<file path="config.mk">
export PLATFORM = sky130hd
export DESIGN_NAME = xbar_target_arbiter
export DESIGN_NICKNAME = d
export VERILOG_FILES = /design/src/rtl/xbar_target_arbiter.sv
export SDC_FILE = /design/constraint.sdc
export NUM_CORES = 1
export LEC_CHECK = 0
export CORE_AREA = 2 2 442 444
export DETAILED_ROUTE_END_ITERATION = 7
export DIE_AREA = 0 0 444 446
export PLACE_DENSITY = 0.38
export SYNTH_ARGS = -nofsm -noshare
export SYNTH_HDL_FRONTEND = slang
export SYNTH_SLANG_ARGS = --single-unit
</file>
<file path="constraint.sdc">
create_clock -name clk_i -period 8.9 [get_ports clk_i]
set_input_delay 0.89 -clock clk_i [delete_from_list [all_inputs] [get_ports clk_i]]
set_output_delay 0.89 -clock clk_i [all_outputs]
set_load 0.005 [all_outputs]
</file>
<file path="src/rtl/xbar_target_arbiter.sv">
// xbar_target_arbiter
// Round-robin arbiter on the target side of the simplex crossbar. NumIn
// initiator lanes compete for one target port. The winner's payload and lane
// index are forwarded, and the response path uses the index for routing.
// With AxiVldRdy=1, a grant that is stalled by the target stays locked until
// that lane completes its handshake.
// Build option: define XBAR_ARB_OUT_REG_EN to add a one-entry output register
// that carries valid, data and index. This adds one cycle of latency and keeps
// full throughput.
module xbar_target_arbiter #(
    parameter int unsigned NumIn     = 32,
    parameter int unsigned DataWidth = 32,
    parameter bit          AxiVldRdy = 1'b1,
    localparam int unsigned NumInLog = (NumIn == 1) ? 1 : $clog2(NumIn)
) (
    input  logic                            clk_i,
    input  logic                            rst_i,
    input  logic [NumIn-1:0]                valid_i,
    input  logic [NumIn-1:0][DataWidth-1:0] data_i,
    output logic [NumIn-1:0]                ready_o,
    output logic                            valid_o,
    output logic [DataWidth-1:0]            data_o,
    output logic [NumInLog-1:0]             idx_o,
    input  logic                            ready_i
);

    if (NumIn == 0) begin : g_num_in_check
        $fatal(1, "xbar_target_arbiter: NumIn must be at least 1");
    end

    localparam logic [NumInLog-1:0] LastIdx = NumInLog'(NumIn - 1);
    // A single lane never needs to be locked. With one lane, rr_q and lock_q stay 0.
    localparam bit LockEn = AxiVldRdy && (NumIn > 1);

    logic [NumInLog-1:0] rr_q, rr_d;
    logic [NumInLog-1:0] idx_q, idx_d;
    logic                lock_q, lock_d;

    logic [NumInLog-1:0] pick;
    logic [NumInLog-1:0] gnt_idx;
    logic [NumInLog-1:0] cand_idx;
    int unsigned         cand;
    logic                found;
    logic                any_valid;
    logic                accept;
    logic                hs;

    // Find the first requesting lane, scanning from rr_q and wrapping at NumIn-1.
    always_comb begin
        pick     = rr_q;
        found    = 1'b0;
        cand     = 0;
        cand_idx = '0;
        for (int unsigned k = 0; k < NumIn; k++) begin
            cand = 32'(rr_q) + k;
            if (cand >= NumIn) begin
                cand = cand - NumIn;
            end
            cand_idx = NumInLog'(cand);
            if (!found && valid_i[cand_idx]) begin
                found = 1'b1;
                pick  = cand_idx;
            end
        end
    end

    assign any_valid = |valid_i;
    assign gnt_idx   = (LockEn && lock_q) ? idx_q : pick;

    // Only the granted lane may see ready. Nothing is granted while reset is asserted.
    always_comb begin
        ready_o = '0;
        if (!rst_i) begin
            ready_o[gnt_idx] = accept;
        end
    end

    assign hs = valid_i[gnt_idx] & ready_o[gnt_idx];

    // Advance priority past the winner on a handshake. Lock a grant that is stalled.
    always_comb begin
        rr_d   = rr_q;
        lock_d = lock_q;
        idx_d  = idx_q;
        if (hs) begin
            rr_d   = (gnt_idx == LastIdx) ? '0 : gnt_idx + NumInLog'(1);
            lock_d = 1'b0;
        end else if (LockEn && any_valid && !accept) begin
            lock_d = 1'b1;
            idx_d  = gnt_idx;
        end
    end

    // Arbitration state registers.
    always_ff @(posedge clk_i or posedge rst_i) begin
        if (rst_i) begin
            rr_q   <= '0;
            lock_q <= 1'b0;
            idx_q  <= '0;
        end else begin
            rr_q   <= rr_d;
            lock_q <= lock_d;
            idx_q  <= idx_d;
        end
    end

`ifdef XBAR_ARB_OUT_REG_EN
    logic                 valid_q, valid_d;
    logic [DataWidth-1:0] data_q, data_d;
    logic [NumInLog-1:0]  idx_out_q, idx_out_d;

    // The register accepts a new beat when it is empty or is draining in the same cycle.
    assign accept = ~valid_q | ready_i;

    // Load on an input handshake. Otherwise empty the register once the target takes the beat.
    always_comb begin
        valid_d   = valid_q;
        data_d    = data_q;
        idx_out_d = idx_out_q;
        if (hs) begin
            valid_d   = 1'b1;
            data_d    = data_i[gnt_idx];
            idx_out_d = gnt_idx;
        end else if (valid_q && ready_i) begin
            valid_d = 1'b0;
        end
    end

    // Output pipeline register. Reset discards any beat in flight.
    always_ff @(posedge clk_i or posedge rst_i) begin
        if (rst_i) begin
            valid_q   <= 1'b0;
            data_q    <= '0;
            idx_out_q <= '0;
        end else begin
            valid_q   <= valid_d;
            data_q    <= data_d;
            idx_out_q <= idx_out_d;
        end
    end

    assign valid_o = valid_q;
    assign data_o  = data_q;
    assign idx_o   = idx_out_q;
`else
    assign accept  = ready_i;
    assign valid_o = any_valid & ~rst_i;
    assign data_o  = data_i[gnt_idx];
    assign idx_o   = gnt_idx;
`endif

    // A locked request must stay asserted until it is accepted.
    a_lock_hold: assert property (@(posedge clk_i) disable iff (rst_i) lock_q |-> valid_i[idx_q]);

endmodule

</file>
==> impl_metrics.py <==
metrics = {
    "pwr": {
        "powerDensity_nw_per_um2": 621,
        "leakage_nw": 13.2,
        "vdd_drop_max_uv": 283,
    },
    "clocking": {
        "cts.sinks": 11,
        "clockBufferDepth": 2,
        "htreeDepth": 1,
        "clk_latency_ns": 0.25,
        "cts_buffers": 3,
        "postCtsHoldBufs": 0,
        "clkSlewWorstSetupHoldPaths_ns": 0.04,
        "root_buffer": "clkbuf_16",
        "tritoncts": "built",
        "post-cts-setup-buffers": 0,
    },
    "layout": {
        "area_growth_pct": 96.2,
        "multi_input_area_um2": 16900,
        "fin_area_um2": 36700,
        "final_core_util_pct": 19.0,
        "nNetsFinal": 4910,
        "fillerInstances": 21800,
        "layout-drive-gt1-share_pct": 19.3,
        "seq_area_um2": 282,
    },
    "worst_setup_path": {
        "required_ns": 8.01,
        "cp_data_arrival_time_ns": 7.84,
        "startpoint_type": "input port",
        "worstSetupPathType": "in -> out",
        "cp-end-kind": "primary output",
        "crit_fanout": 19,
    },
    "synth": {
        "ys_ff_latch": 11,
        "synth_flop_cell": "dfrtp_1",
        "synth_area_um2": 18700,
        "syn_nets": 3538,
        "syn_inst": 2466,
        "yosysTopAreaCell": "mux2i_1",
        "yosysSeqAreaShare_pct": 1.47,
        "yosys_warnings": 0,
        "yosys-top-cells-area": "mux2i_1 (22%), a211oi_1 (12%), mux4_2 (11%)",
        "synth_top_area_share_pct": 22.2,
        "async_reset_ff_share_pct": 100,
        "ys_types": 97,
        "synth_edf_count": 0,
        "synth_area_per_cell_um2": 7.59,
    },
    "sta": {
        "worst_slew_pin_slew_ns": 1.01,
        "fin_crit_ns": 8.73,
        "slew_viol_final": 0,
        "slew_headroom_pct": 32.7,
        "setup_viol": 0,
        "clock.fmax_ghz": 0.115,
        "final.setup.tns_ns": 0,
        "rsz0062_at_grt": "false",
        "fin_crit_sh_pct": 98.1,
        "clock_skew_ns": 0.00276,
        "hold_viol_final": 0,
    },
    "detailed_routing": {
        "first_iter_violations": 2401,
        "drt-total-wl_mm": 219,
        "ant_nets": 0,
        "wl_per_cell_um": 34.2,
        "route.detailed.vias_per_inst": 4.31,
        "drc": 0,
        "detailroute.via_count": 27700,
        "drt-pass1-iter-count": 6,
    },
    "grt": {
        "grt_pass1_wl_mm": 277,
        "grt_pass1_vias": 27200,
        "track_usage_pct": 21.0,
        "grt_max_degree": 90,
        "antenna_found_initial": 112,
        "grt_overflow": 0,
    },
    "floorplanning": {
        "placementRows": 162,
        "initial_core_util_pct": 9.67,
        "top_level_ports": 1129,
        "die_h_um": 446,
        "die_width_um": 444,
        "die_area_um2": 198000,
        "core_um2": 194000,
    },
    "run_status": {
        "status": "completed",
    },
    "worst_hold_path": {
        "hold_class": "reg -> reg",
    },
    "place": {
        "globalplace.congestion": 0.961,
        "port_buffers": 1128,
        "place_area_um2": 36500,
        "dp_hpwl_mm": 198,
    },
    "job": {
        "maxCapViolations": 0,
    },
}
flip-flops by register name (all words and copies together) (netlist names):
name / flops
idx_q: 5
lock_q: 1
rr_q: 5
Yosys cell counts (all sizes together) (22+ instances only):
library cell  instances
buf                 128
nor2                105
clkbuf              148
o21ai                87
inv                  35
xnor2                23
a22oi                49
nand3                56
a211oi              308
nand2               143
o211ai               24
nand4                25
o2111ai              22
mux2i               416
and2                226
mux2                 43
nor3                 42
mux4                 95
a21oi               210
cell usage in the layout (no fill, tap or decap), drive strengths merged, types with 13 or more instances in the layout:
cell type      Yosys  final
buf              128    539
and2             226    226
nand2b            14     14
o22ai             17     17
mux2              43     43
xnor2             23     23
o2111ai           22     22
nand3             56     56
inv               35     35
mux2i            416    416
a22oi             49     49
a211oi           308    308
mux4              95     95
nand4             25     25
nor4              19     19
or2               15     15
nor3              42     42
o211ai            24     24
nand2            143    143
clkdlybuf4s50      0   1100
a21oi            210    210
nor2             105    105
ha                13     13
o21ai             87     87
diode              0     34
path summary, 6_finish.rpt:
| check | startpoint | to | slack, ns | depth (start not counted) |
|---|---|---|---|---|
| setup / recovery | valid_i[5] | data_o[13] | 0.17 | 24 |
| hold / removal | idx_q[4] | idx_q[4] | 0.48 | 2 |
| setup reg to reg | rr_q[1] | rr_q[4] | 1.27 | 27 |
| hold reg to reg | idx_q[4] | idx_q[4] | 0.48 | 2 |
| max in group asynchronous | rst_i | rr_q[1] | 7.23 | 2 |
| min in group asynchronous | rst_i | rr_q[1] | 1.29 | 2 |
critical path, cell delays in order:
cell	delay, ns
clkdlybuf4s50_1	0.68
mux2_2	0.42
mux4_2	0.47
mux4_2	0.59
nor3_4	0.26
and3_1	0.26
nand2_1	0.11
buf_4	0.18
nor3_1	0.20
a22oi_1	0.09
a221oi_1	0.32
buf_4	0.18
a21oi_1	0.07
o31a_2	0.39
o21a_4	0.25
inv_16	0.11
buf_4	0.31
buf_12	0.23
mux2i_1	0.43
mux2i_1	0.15
mux2i_1	0.22
o21ai_0	0.10
a211o_1	0.38
clkdlybuf4s50_1	0.48
through the flow:
step                total power [W]  cells  setup WS [ns]  hold slack (ns)
floorplan                    0.0104   2466           1.02            0.450
global placement             0.0230   6375         -0.431            0.465
detailed placement           0.0228   6375         -0.238            0.474
CTS                          0.0230   6379         0.0394            0.486
global route                 0.0240   6390         0.0122            0.524
finish                       0.0228   6413          0.169            0.483
logic make-up after synthesis:
logic type	Yosys count	synth area share [%]
AO/OA/AOI/OAI	857	31.5
XOR/XNOR	31	1.45
adder cells (fa/ha/maj)	13	0.869
buffers and inverters	313	8.82
flip-flops	11	1.47
multiplexers	554	36.3
AND/OR/NAND/NOR	687	19.6
layout make-up:
| class | instances | share of cell area [%] |
|---|---|---|
| inverter | 37 | 0.450 |
| antenna | 34 | 0.232 |
| multi-input combinational | 2142 | 46.1 |
| sequential | 11 | 0.766 |
| clock buffer | 4 | 0.215 |
| timing repair buffer | 1643 | 43.6 |
| tap | 2542 | 8.66 |
power by group:
group / leakage, nW / total (W) / internal [W] / switching (W)
sequential: 0.130 / 0.000126 / 0.0000746 / 0.0000515
clock: 0.0384 / 0.0000849 / 0.0000604 / 0.0000246
combinational: 13.1 / 0.0226 / 0.00917 / 0.0134
routing by layer:
layer | wire length (um) | up-vias | track usage, %
li1 | - | 12400 | -
met3 | 13000 | 275 | 3.18
met1 | 87100 | 13700 | 25.5
met2 | 111000 | 1253 | 38.7
met5 | 264 | - | 0
met4 | 7900 | 40 | 4.89
what timing repair did:
item                                   in CTS  in global routing
endpoints found under the hold margin       0                  0
setup endpoints to repair                   1                 19
pin swaps                                   0                  0
resized for setup                           2                 12
(Power assumes the default switching activity.)
